## config.mk

```make
export PLATFORM = sky130hd
export DESIGN_NAME = md_issue_ctrl
export DESIGN_NICKNAME = d
export VERILOG_FILES = /design/src/rtl/md_issue_ctrl.sv
export SDC_FILE = /design/constraint.sdc
export NUM_CORES = 1
export LEC_CHECK = 0
export CORE_AREA = 2 2 106 108
export DETAILED_ROUTE_END_ITERATION = 16
export DIE_AREA = 0 0 108 110
export PLACE_DENSITY = 0.87
export SYNTH_ARGS = -nofsm -noshare
export SYNTH_HDL_FRONTEND = slang
export SYNTH_SLANG_ARGS = --single-unit
export TNS_END_PERCENT = 100
```

## constraint.sdc

```tcl
create_clock -name Clk -period 2.6 [get_ports Clk]
set_input_delay 0.52 -clock Clk [delete_from_list [all_inputs] [get_ports Clk]]
set_output_delay 0.52 -clock Clk [all_outputs]
set_load 0.005 [all_outputs]
```

## src/rtl/md_issue_ctrl.sv

```systemverilog
`default_nettype none
// ============================================================================
// Module  : md_issue_ctrl
// Brief   : Issue controller for a multiply/divide unit with hi/lo readback.
// Revision: 1.0
// ============================================================================
module md_issue_ctrl #(
  parameter int TMO = 80
) (
  input  logic        Clk,
  input  logic        Reset_n,
  input  logic        Op_Valid,
  input  logic [2:0]  Op_Code,
  input  logic [31:0] Op_A,
  input  logic [31:0] Op_B,
  output logic        Op_Ready,
  output logic        Stall,
  output logic        Rd_Valid,
  output logic [31:0] Rd_Data,
  output logic        DivZero,
  output logic        TimeoutErr,
  output logic        MUL_Start,
  output logic        MUL_SelMD,
  output logic        MUL_Sign,
  output logic        MUL_SelHL,
  output logic [31:0] MUL_DA,
  output logic [31:0] MUL_DB,
  input  logic        MUL_Flag,
  input  logic [31:0] MUL_DC
);

  localparam int c_CW = $clog2(TMO + 1);

  localparam logic [1:0] c_IDLE = 2'd0;
  localparam logic [1:0] c_WAIT = 2'd1;
  localparam logic [1:0] c_READ = 2'd2;

  logic [1:0]      r_state;
  logic [c_CW-1:0] r_cnt;

  logic w_muldiv;
  logic w_hilo;
  logic w_divzero;

  assign w_muldiv  = !Op_Code[2];
  assign w_hilo    = (Op_Code[2:1] == 2'b10);
  assign w_divzero = w_muldiv && Op_Code[1] && (Op_B == 32'd0);

  assign Op_Ready = (r_state == c_IDLE);
  assign Stall    = Op_Valid && !Op_Ready;

  always_ff @(posedge Clk or negedge Reset_n) begin
    if (!Reset_n) begin
      r_state    <= c_IDLE;
      r_cnt      <= '0;
      MUL_Start  <= 1'b0;
      MUL_SelMD  <= 1'b0;
      MUL_Sign   <= 1'b0;
      MUL_SelHL  <= 1'b0;
      MUL_DA     <= 32'd0;
      MUL_DB     <= 32'd0;
      Rd_Valid   <= 1'b0;
      Rd_Data    <= 32'd0;
      DivZero    <= 1'b0;
      TimeoutErr <= 1'b0;
    end else begin
      MUL_Start <= 1'b0;
      Rd_Valid  <= 1'b0;
      case (r_state)
        c_IDLE: begin
          // Illegal opcodes fall through both branches and are simply dropped.
          if (Op_Valid) begin
            if (w_muldiv) begin
              if (w_divzero) begin
                DivZero <= 1'b1;
              end else begin
                MUL_DA    <= Op_A;
                MUL_DB    <= Op_B;
                MUL_SelMD <= Op_Code[1];
                MUL_Sign  <= !Op_Code[0];
                MUL_Start <= 1'b1;
                r_cnt     <= '0;
                r_state   <= c_WAIT;
              end
            end else if (w_hilo) begin
              MUL_SelHL <= !Op_Code[0];
              r_state   <= c_READ;
            end
          end
        end
        c_WAIT: begin
          if (MUL_Flag) begin
            r_state <= c_IDLE;
          end else if (r_cnt == c_CW'(TMO - 1)) begin
            TimeoutErr <= 1'b1;
            r_state    <= c_IDLE;
          end else begin
            r_cnt <= r_cnt + c_CW'(1);
          end
        end
        c_READ: begin
          // MUL_SelHL has been stable for a full cycle, so MUL_DC is settled.
          Rd_Data  <= MUL_DC;
          Rd_Valid <= 1'b1;
          r_state  <= c_IDLE;
        end
        default: r_state <= c_IDLE;
      endcase
    end
  end

endmodule
`default_nettype wire
```

==> results.yml, run 1 <==
detailed_routing:
  drt_wl_total_um: 11000
  drc: 0
  dr.first_iter.drc_count: 77
  vias: 3198
  postRouteAntennaNets: 0
  wire_per_inst_um: 17.0
  dr.pass1.iters: 4
  drt-vias-per-instance: 4.95
sta:
  holdWs_ps: 48.1
  hold_viol: 0
  finalSetupViolCount: 0
  tightest_slew_ps: 1150
  rsz0062_at_grt: "false"
  fin_skew_ps: 7.12
  drv_slew: 0
  post-route-period-util_pct: 86.9
  relSlewSlack_pct: 22.8
  fmax_mhz: 443
  setup_slack_ps: 342
  fin_crit_ps: 2260
synth:
  syn_inst: 284
  seq_area_frac_synth_pct: 64.8
  ys_types: 31
  synth-edff-count: 0
  synth_fp_nets: 388
  yosys_warnings: 0
  synth_commonest_cells: "dfrtp_1, mux2_2, mux2_1, a22o_1"
  synth.area.top_cells: "dfrtp_1, mux2_2, mux2_1"
  synth_area_um2: 4330
  synth_top_area_share_pct: 64.8
  ys_ff_latch: 112
  syn_avg_cell_area_um2: 15.2
  synth_top_area_cell: "dfrtp_1"
  synth_flop_cell: "dfrtp_1"
  synth_most_common_cell: "dfrtp_1"
  async_reset_ff_share_pct: 100
pwr:
  power_density_nw_per_um2: 756
  vdd_drop_max_v: 0.000447
  p_total_mw: 5.18
  p_leak_nw: 2.86
global_route:
  grt_antenna_before_repair: 0
  overflow: 0
  grt_usage_pct: 18.8
  grt_max_degree: 58
  grt_pass1_wl_um: 17100
  grt_pass1_vias: 3514
clock_tree:
  clk_latency_ps: 360
  numCtsBuffers: 9
  clk_pin_slew_ps: 100
  cts-root-buf: "clkbuf_8"
  clockBufferDepth: 2
  cts_resized: 0
  htreeDepth: 3
  cts-hold-fix-buffers: 0
  cts_setup_buffers: 0
  cts_tree: "yes"
  cts.sinks: 112
critical_path:
  critPathCaptureType: "register"
  arrival_ps: 2510
  worst_r2r_path_depth: 5
  r2r_slack_ps: 410
  timing.rr.end: "r_cnt[5]"
  critPathRequiredTime_ps: 2850
  cp_max_fo: 12
  startpoint_type: "input port"
  crit_type: "in -> reg"
  worstReg2RegStart: "r_cnt[0]"
placed_design:
  post-place-ws_ps: -131
  place.gp.congestion: 0.781
  placed_cell_area_um2: 6630
  numPortBuffers: 207
  dp_hpwl_um: 8350
layout:
  n_antenna_cell: 0
  final_area_um2: 6850
  final_nets: 605
  nFillCells: 819
  drive_gt1_share_pct: 19.2
  area_growth_pct: 58.2
floorplanning:
  fp.dieW_um: 108
  coreArea_um2: 10700
  initial_core_util_pct: 40.4
  die_height_um: 110
  rows: 38
  dieArea_um2: 11900
  ios: 208
hold_path:
  min_path_type: "in -> async"
run:
  max_cap_violations: 0
outcome:
  status: "completed"
## metal layers
metal  routed length [um]  share of wire, %  up-vias  GRT usage (%)
li1                     -                 -     1457              -
met5                    0                 0        -              0
met4                  223               2.0        0           8.15
met2                 5830                53      121           33.0
met1                 4110                37     1602           21.0
met3                  841               7.6       18           6.00
## logic make-up (layout without fill, tap and decap cells)
kind of cell,count (synthesis),after routing,share of synthesized area (%)
AOI/OAI and AO/OA,30,30,5.73
adders and majority gates,1,1,0.289
buffers and inverters,18,240,1.74
DFF,112,112,64.8
muxes,87,87,22.6
and+or+nand+nor,36,36,4.89
## sequential cells by signal, indices dropped and copies added (netlist names)
name        flops
Rd_Data        32
MUL_DB         32
TimeoutErr      1
MUL_SelHL       1
DivZero         1
MUL_Start       1
Rd_Valid        1
r_cnt           7
MUL_DA         32
MUL_Sign        1
r_state         2
MUL_SelMD       1
## layout by cell type, fill, tap and decap left out, types with 4 or more instances in the layout
cell type / netlist / final
mux2_2: 58 / 58
mux2_1: 27 / 27
nand2_1: 8 / 8
a31o_2: 5 / 5
dfrtp_1: 112 / 112
buf_4: 0 / 11
inv_1: 4 / 4
nor4_1: 8 / 8
clkdlybuf4s50_1: 0 / 206
clkbuf_8: 0 / 10
a22o_1: 12 / 12
a21oi_1: 5 / 5
## metrics by stage
step	cells	utilization, %	setup TNS, ps
after global routing	646	64.0	0
after CTS	646	64.0	0
after global placement	630	62.0	-2600
after detailed placement	630	62.0	-6070
after floorplan	284	-	0
final	646	64.0	0
## final cells by class
class | instances | area, um2 | area share (%)
clock buffer | 13 | 149 | 2.17
clock inverter | 3 | 65.1 | 0.950
inverter | 5 | 18.8 | 0.274
multi-input combinational | 154 | 1450 | 21.2
sequential | 112 | 2800 | 40.9
tap | 140 | 175 | 2.56
timing repair buffer | 219 | 2180 | 31.9
## power breakdown
group	total, mW	internal [mW]	switching (mW)
combinational	1.64	1.16	0.480
clock	1.13	0.570	0.556
sequential	2.41	2.17	0.236
total	5.18	3.90	1.27
## worst max-delay path, stage by stage
cell and delay (ps):
clkdlybuf4s50_1 440, nor4b_1 400, nand4_1 230, o31ai_4 300, buf_4 260, mux2_2 350
## worst max path at each step
stage	startpoint	slack, ps	endpoint
floorplan	Op_B[1]	630	MUL_DA[10]
detailed placement	Op_B[22]	-130	MUL_DB[15]
finish	Op_B[1]	340	MUL_DB[15]
global route	Op_B[22]	190	MUL_DB[15]
global placement	Op_B[22]	-60	MUL_DB[9]
CTS	Op_B[22]	280	MUL_DB[15]
Power figures use the tool's default switching activity.
==> run 2, diff against run 1 <==
--- a/config.mk
+++ b/config.mk
@@ -9,6 +9,7 @@
 export DETAILED_ROUTE_END_ITERATION = 16
 export DIE_AREA = 0 0 108 110
 export PLACE_DENSITY = 0.87
+export SLEW_MARGIN = 20
 export SYNTH_ARGS = -nofsm -noshare
 export SYNTH_HDL_FRONTEND = slang
 export SYNTH_SLANG_ARGS = --single-unit
==> results.yml, run 2 (synthesis gave the netlist of run 1 again) <==
outcome:
  status: "completed"
placed_design:
  place.gp.congestion: 0.781
  numPortBuffers: 207
  dp_hpwl_um: 8350
clock_tree:
  cts-hold-fix-buffers: 0
  htreeDepth: 3
  clockBufferDepth: 2
  cts_setup_buffers: 0
  cts_resized: 0
  clk_pin_slew_ps: 100
  clk_latency_ps: 370
  cts_tree: "yes"
  cts-root-buf: "clkbuf_8"
  cts.sinks: 112
  numCtsBuffers: 9
detailed_routing:
  drt-vias-per-instance: 4.96
  drc: 0
  drt_wl_total_um: 11000
  postRouteAntennaNets: 0
  dr.pass1.iters: 4
  wire_per_inst_um: 17.1
  dr.first_iter.drc_count: 78
  vias: 3205
layout:
  n_antenna_cell: 0
  final_common_cell: "clkdlybuf4s50_1"
  reg_top3: "MUL_DA x32, MUL_DB x32, Rd_Data x32"
  drive_gt1_share_pct: 19.2
  fin_util_pct: 64.1
  layout_common_cells: "clkdlybuf4s50_1, dfrtp_1, mux2_2"
  area_growth_pct: 58.5
  final_nets: 605
critical_path:
  crit_type: "in -> reg"
  cp_max_fo: 12
  arrival_ps: 2510
  critPathRequiredTime_ps: 2850
  worstReg2RegStart: "r_cnt[0]"
  timing.rr.end: "r_cnt[6]"
  startpoint_type: "input port"
  r2r_slack_ps: 680
  worst_r2r_path_depth: 5
  critPathCaptureType: "register"
sta:
  hold_viol: 0
  tightest_slew_ps: 739
  fin_crit_ps: 2260
  rsz0062_at_grt: "false"
  finalSetupViolCount: 0
  fmax_mhz: 443
  drv_slew: 0
  relSlewSlack_pct: 50.6
  fin_skew_ps: 6.10
  post-route-period-util_pct: 86.8
  holdWs_ps: 45.5
floorplanning:
  initial_core_util_pct: 40.4
  ios: 208
  die_height_um: 110
  fp.dieW_um: 108
  dieArea_um2: 11900
  rows: 38
  coreArea_um2: 10700
global_route:
  overflow: 0
  grt_pass1_wl_um: 17100
  grt_pass1_vias: 3514
  grt_antenna_before_repair: 0
  grt_max_degree: 58
  grt_usage_pct: 18.8
run:
  max_cap_violations: 0
pwr:
  p_leak_nw: 2.86
  p_total_mw: 5.18
  power_density_nw_per_um2: 755
  vdd_drop_max_v: 0.000446
hold_path:
  min_path_type: "in -> async"
==> run 2: stage by stage <==
step,instances,setup slack (ps),setup TNS [ps],cell area (um2)
after floorplan,284,629,0,4330
after global placement,630,-59.0,-2600,6630
after detailed placement,630,-131,-6070,6630
after CTS,646,282,0,6850
after global routing,646,186,0,6860
final,646,343,0,6860
==> run 2: how the worst max path moves through the flow <==
stage / depth (start not counted) / from / slack [ps] / to
floorplan: 6 / Op_B[1] / 630 / MUL_DA[10]
finish: 6 / Op_B[1] / 340 / MUL_DB[15]
CTS: 6 / Op_B[22] / 280 / MUL_DB[15]
global route: 6 / Op_B[22] / 190 / MUL_DB[15]
detailed placement: 6 / Op_B[22] / -130 / MUL_DB[15]
global placement: 6 / Op_B[22] / -60 / MUL_DB[9]
==> run 2: worst max-delay path, stage by stage <==
cell and delay [ps]:
clkdlybuf4s50_1 440, nor4b_1 400, nand4_1 230, o31ai_4 300, buf_4 260, mux2_2 350
==> run 2: power by group <==
part           internal (mW)  switching (mW)  total, mW
logic                   1.16           0.480       1.64
clock network          0.570           0.559       1.13
registers               2.17           0.236       2.41
total                   3.90            1.27       5.18
==> run 2: cell type report <==
class	instances	area (um2)
tap	140	175
sequential	112	2800
clock inverter	3	65.1
timing repair buffer	219	2180
multi-input combinational	154	1460
clock buffer	13	149
fill	817	3840
inverter	5	18.8
==> run 2: routing by layer <==
layer | up-vias | GRT usage [%] | routed length (um) | share of wire [%]
li1 | 1456 | - | - | -
met1 | 1596 | 21.0 | 4100 | 37
met2 | 134 | 33.0 | 5820 | 53
met3 | 19 | 6.00 | 882 | 8.0
met4 | 0 | 8.15 | 237 | 2.1
met5 | - | 0 | 0 | 0
